[src/rtl/imm_extend_pipe.sv]
// Immediate-extension stage: widens an IN_W-bit immediate in one of four modes and
// registers the result behind a valid/ready handshake with a 2-entry skid buffer.
module imm_extend_pipe #(
    parameter int unsigned IN_W  = 16,
    parameter int unsigned OUT_W = 32
) (
    input  logic             clk_i,
    input  logic             rst_i,
    input  logic             flush_i,
    input  logic             in_valid_i,
    output logic             in_ready_o,
    input  logic [IN_W-1:0]  data_i,
    input  logic [1:0]       mode_i,
    output logic             out_valid_o,
    input  logic             out_ready_i,
    output logic [OUT_W-1:0] data_o,
    output logic [1:0]       mode_o
);

    localparam int unsigned PadW = OUT_W - IN_W;

    logic [OUT_W-1:0] sext;
    logic [OUT_W-1:0] ext;

    logic             m_valid_q, m_valid_d;
    logic [OUT_W-1:0] m_data_q, m_data_d;
    logic [1:0]       m_mode_q, m_mode_d;
    logic             s_valid_q, s_valid_d;
    logic [OUT_W-1:0] s_data_q, s_data_d;
    logic [1:0]       s_mode_q, s_mode_d;

    logic accept;
    logic m_free;

    assign sext = {{PadW{data_i[IN_W-1]}}, data_i};

    always_comb begin
        ext = sext;
        unique case (mode_i)
            2'b00: ext = sext;
            2'b01: ext = {{PadW{1'b0}}, data_i};
            2'b10: ext = {data_i, {PadW{1'b0}}};
            2'b11: ext = {sext[OUT_W-3:0], 2'b00};
            default: ext = sext;
        endcase
    end

    // in_ready depends only on registered state, so no path from out_ready_i.
    assign in_ready_o = ~s_valid_q;
    assign accept     = in_valid_i & in_ready_o;
    assign m_free     = ~m_valid_q | out_ready_i;

    always_comb begin
        m_valid_d = m_valid_q;
        m_data_d  = m_data_q;
        m_mode_d  = m_mode_q;
        s_valid_d = s_valid_q;
        s_data_d  = s_data_q;
        s_mode_d  = s_mode_q;
        if (flush_i) begin
            m_valid_d = 1'b0;
            s_valid_d = 1'b0;
        end else if (m_free && s_valid_q) begin
            m_valid_d = 1'b1;
            m_data_d  = s_data_q;
            m_mode_d  = s_mode_q;
            s_valid_d = 1'b0;
        end else if (m_free && accept) begin
            m_valid_d = 1'b1;
            m_data_d  = ext;
            m_mode_d  = mode_i;
        end else if (m_free) begin
            m_valid_d = 1'b0;
        end else if (accept) begin
            s_valid_d = 1'b1;
            s_data_d  = ext;
            s_mode_d  = mode_i;
        end
    end

    always_ff @(posedge clk_i or negedge rst_i) begin
        if (!rst_i) begin
            m_valid_q <= 1'b0;
            m_data_q  <= '0;
            m_mode_q  <= 2'b00;
            s_valid_q <= 1'b0;
            s_data_q  <= '0;
            s_mode_q  <= 2'b00;
        end else begin
            m_valid_q <= m_valid_d;
            m_data_q  <= m_data_d;
            m_mode_q  <= m_mode_d;
            s_valid_q <= s_valid_d;
            s_data_q  <= s_data_d;
            s_mode_q  <= s_mode_d;
        end
    end

    assign out_valid_o = m_valid_q;
    assign data_o      = m_data_q;
    assign mode_o      = m_mode_q;

endmodule

[config.mk]
export PLATFORM = sky130hd
export DESIGN_NAME = imm_extend_pipe
export DESIGN_NICKNAME = d
export VERILOG_FILES = /design/src/rtl/imm_extend_pipe.sv
export SDC_FILE = /design/constraint.sdc
export NUM_CORES = 1
export LEC_CHECK = 0
export CORE_MARGIN = 5
export CORE_UTILIZATION = 54
export DETAILED_ROUTE_END_ITERATION = 12
export PLACE_DENSITY = 0.78
export SLEW_MARGIN = 10
export SYNTH_ARGS = -nofsm -noshare
export SYNTH_HDL_FRONTEND = slang
export SYNTH_SLANG_ARGS = --single-unit
[constraint.sdc]
create_clock -name clk_i -period 2 [get_ports clk_i]
set_clock_uncertainty 0.05 [all_clocks]
set_input_delay 0.4 -clock clk_i [delete_from_list [all_inputs] [get_ports clk_i]]
set_output_delay 0.4 -clock clk_i [all_outputs]
set_load 0.02 [all_outputs]
Word level (Yosys, flattened, before mapping)
Cells that the tools add are included.

Equal/unequal tests: 5. Multiplexer cells: 14. Bitwise gates (word level): 8. Reduce and logical (&&, ||, !) cells: 9.

Operators by type and width (count): 32-bit case mux with 4 select lines (1); 32-bit two-way mux (2); 1-bit two-way mux (9); 1-bit NOT (6); 5-bit AND reduction (1); 2-bit == test, second input constant (2); 2-bit two-way mux (2); 4-bit nonzero test (1); 3-bit by 2-bit != test with 1-bit output, second input constant (1); 3-bit != test, second input constant (1); 3-bit AND reduction (1); 3-bit nonzero test (1); 2-bit by 1-bit == test with 1-bit output, second input constant (1); 1-bit logical AND (2); 2-bit logical NOT (1); 2-bit AND reduction (1); 2-bit nonzero test (1); 1-bit bitwise AND (1); 1-bit OR (1).

Register bits: 70. Input port bits: 23. Output and inout port bits: 36. Logic and storage cells: 42.

Depth between registers and ports, before layout
Depth in word-level cells: 7. Mapped depth: 6. Mapped depth without buffers: 3.

Worst setup path before layout
No wires, ideal clock.

Kind: reg2reg. Start: reg m_valid_q (netlist: out_valid_o). End: reg s_data_q[10]. Setup time: 125 ps. Arrival time: 1333 ps. Data required time: 1825 ps. Path slack: 492 ps. Cell stages (with the launch flop): 6. Period minus slack after synthesis: 1508 ps. Path through: dfrtp_1 nor2b_1 buf_2 nand3_4 buf_6 mux2_4.

Cells in the longest elaborated chain, start to end: 5.

Ends and longest elaborated chain: from (decl) (RTL line 25) `logic m_valid_q, m_valid_d;`; from (signal assigned) (RTL line 90) `m_valid_q <= m_valid_d;`; 1-bit NOT * (RTL line 51) `assign m_free = ~m_valid_q | out_ready_i;`; 1-bit OR * (RTL line 51); 1-bit logical AND (on tied branches) (RTL line 68, 63); 1-bit NOT (no line); 5-bit AND reduction (no line) *; to (signal assigned) (RTL line 94) `s_data_q <= s_data_d;`; to (decl) (RTL line 29) `logic [OUT_W-1:0] s_data_q, s_data_d;`.

Every way passes the cells marked *; elsewhere a longest branch is shown, timed or not. A chain may end at the register's enable or synchronous reset.

Final worst setup path
Start: reg s_valid_q. End: out in_ready_o.

Cells in the longest elaborated chain, start to end: 1.

Ends and longest elaborated chain: from (decl) (RTL line 28) `logic s_valid_q, s_valid_d;`; from (signal assigned) (RTL line 93) `s_valid_q <= s_valid_d;`; 1-bit NOT (RTL line 49) `assign in_ready_o = ~s_valid_q;`; to (decl) (RTL line 11) `output logic in_ready_o,`.

No other way between the ends.

==> results.txt <==
Placer Congestion - 0.806
Die area - 9010 um2
PortBufs - 58
Router iterations before antenna repair - 7
F_max - 534 MHz
Avg Inst Size Synth - 10.9 um2
Setup_tns - 0 ps
Final period utilization - 0.936
Post-Syn Instances - 357
First-pass GRT wire length - 16.4 mm
Sequential cell area - 1750 um2
Filler instances - 563
Relative slew slack - 0.737
Yosys warnings - 0
Gr usage total - 0.238
Final slew viol count - 0
Mapped cell area - 3890 um2
IO Pins - 59
# H-tree levels - 3
Worst vdd ir - 0.441 mV
Layout cell share with drive strength beyond 1 - 0.244
Worst slack, placed - -104 ps
CTS Root Cell - clkbuf_8
Syn Nets - 380
CP max FO - 3
Diode count - 0
Min-delay worst type - in2async
Die height - 94.9 um
DR iter-0 viols - 343
Initial antenna violation count - 0
FF-to-FF End - s_data_q[1]$_DFFE_PN0P_
Vias per inst - 6.21
Max-cap viol count - 0
Number of synthesized flops with an enable pin - 0
Row Count - 31
Clock Sinks - 70
Largest net degree at the start of global routing - 71
Leakage - 0.00220 uW
TritonCTS clock tree - done
DP Wirelength - 6.72 mm
Routed Antenna Nets - 0
RSZ-0062 raised after global routing - false
Register-to-Register Path Depth - 5
Hold_buf cts - 0
Post-cts sizing count - 0
Clk Latency, worst-skew pair - 350 ps
Area delta synth->final - 25.9%
Worst EP required - 1550 ps
Worst r2r src - s_valid_q$_DFFE_PN0P_
Area occupied by multi-input gates - 1840 um2
CTS Buffer Depth - 2
CTS clk-pin slew, worst paths - 80 ps
Final setup fails - 0
Critical Path End Type - output port
Async set-reset flop share out of synthesis - 1.00
Post-CTS Setup Inserts - 0
Most used DFF post-synth - dfrtp_1
Routed len/inst - 19.8 um
Outcome - complete, no violations
Die width - 94.9 um
Nets - 440
PD cells - 867 nW/um2
Final hold viol count - 0
FF+latch count, synth - 70
Worst setup margin - 128 ps
Reg2reg setup slack - 450 ps
GR Overflow Total - 0
Total number of vias - 3,233
Final Critical Period - 1870 ps
WL final - 10.3 mm
DRC viols - 0
Critical setup path kind - reg2out
Worst-Margin Slew - 395 ps
Seq/Total Area, Yosys - 0.450
Vias in the first global route - 3,179
CORE AREA - 7140 um2
Post-synth cell types - 35
CTS Buf Count - 9
Crit path launch type - flip-flop
Initial core utilization - 0.546
Arr. time, crit path - 1420 ps
-- cells in the final DEF, fill, tap and decap left out, types with 2 or more instances in the layout --
| master | instances |
|---|---|
| a221oi_2 | 6 |
| nor2_1 | 32 |
| inv_1 | 17 |
| a222oi_1 | 14 |
| a31oi_1 | 2 |
| a32oi_1 | 2 |
| mux2_4 | 16 |
| nor2b_1 | 4 |
| o21ai_0 | 32 |
| a21oi_1 | 17 |
| clkbuf_8 | 11 |
| mux2i_1 | 15 |
| o31ai_1 | 23 |
| a22o_1 | 14 |
| o31ai_2 | 6 |
| clkdlybuf4s50_1 | 57 |
| clkinvlp_4 | 3 |
| mux2_2 | 18 |
| buf_12 | 7 |
| dfrtp_1 | 70 |
| o21ai_1 | 5 |
| buf_4 | 26 |
| a221oi_1 | 9 |
-- layout make-up --
| cell class | count | share of cell area |
|---|---|---|
| Multi-Input combinational cell | 227 | 0.375 |
| Tap cell | 99 | 0.0253 |
| Inverter | 18 | 0.0138 |
| Clock inverter | 5 | 0.0117 |
| Sequential cell | 70 | 0.357 |
| Timing Repair Buffer | 91 | 0.186 |
| Clock buffer | 11 | 0.0309 |
-- power by group --
group	internal (uW)	switching (uW)
clock network	642	559
registers	1710	167
logic	600	569
total	2950	1290
-- sequential cells by signal, summed over array words and instances, names as in the netlist --
name and count:
s_valid_q 1, s_data_q 32, mode_o 2, data_o 32
out_valid_o 1, s_mode_q 2
-- worst max path at each step --
stage | depth (start not counted) | slack (ps) | endpoint | startpoint
3_5_place_dp | 5 | -100 | data_o[30]$_DFFE_PN0P_ | mode_i[0]
4_1_cts | 2 | 110 | in_ready_o | s_valid_q$_DFFE_PN0P_
2_1_floorplan | 5 | 490 | s_data_q[10]$_DFFE_PN0P_ | out_valid_o$_DFFE_PN0P_
3_3_place_gp | 5 | -80 | data_o[29]$_DFFE_PN0P_ | mode_i[0]
6_report | 2 | 130 | in_ready_o | s_valid_q$_DFFE_PN0P_
5_1_grt | 2 | 70 | in_ready_o | s_valid_q$_DFFE_PN0P_
-- Yosys cell counts (all sizes together), types with 5 or more instances --
master	n	area [um2]
nor2b	5	31.3
buf	28	186
mux2	34	443
clkbuf	14	52.6
a222oi	14	140
o21ai	37	185
nor2	33	126
mux2i	15	150
inv	18	67.6
a21oi	17	85.1
o31ai	29	248
dfrtp	70	1750
a22o	14	123
a221oi	15	169
-- stage by stage --
| step | util | hold WS, ps | total power, uW | cell area [um2] | cells |
|---|---|---|---|---|---|
| finish | 0.687 | 17.5 | 4250 | 4900 | 521 |
| global route | 0.687 | 51.4 | 4440 | 4900 | 521 |
| floorplan | - | 54.4 | 2560 | 3890 | 357 |
| CTS | 0.687 | 28.0 | 4270 | 4900 | 521 |
| global placement | 0.657 | 407 | 3030 | 4690 | 505 |
| detailed placement | 0.657 | 409 | 3070 | 4690 | 505 |
-- kinds of logic after synthesis --
kind of cell	synth area share
AO/OA/AOI/OAI	0.263
flip-flops	0.450
buffers and inverters	0.0787
multiplexers	0.152
AND/OR/NAND/NOR	0.0566
-- worst max-delay path: stages (launching register included) --
cell and delay (ps):
dfrtp_1 400, inv_1 80, clkdlybuf4s50_1 600
-- routing by layer --
layer  vias to the layer above  wire, um  global-route usage
met5                         -         0                   0
li1                       1458         -                   -
met2                       149      4960               0.383
met4                         0       176              0.0769
met3                        18       690              0.0558
met1                      1608      4510               0.318
(Power assumes the default switching activity.)
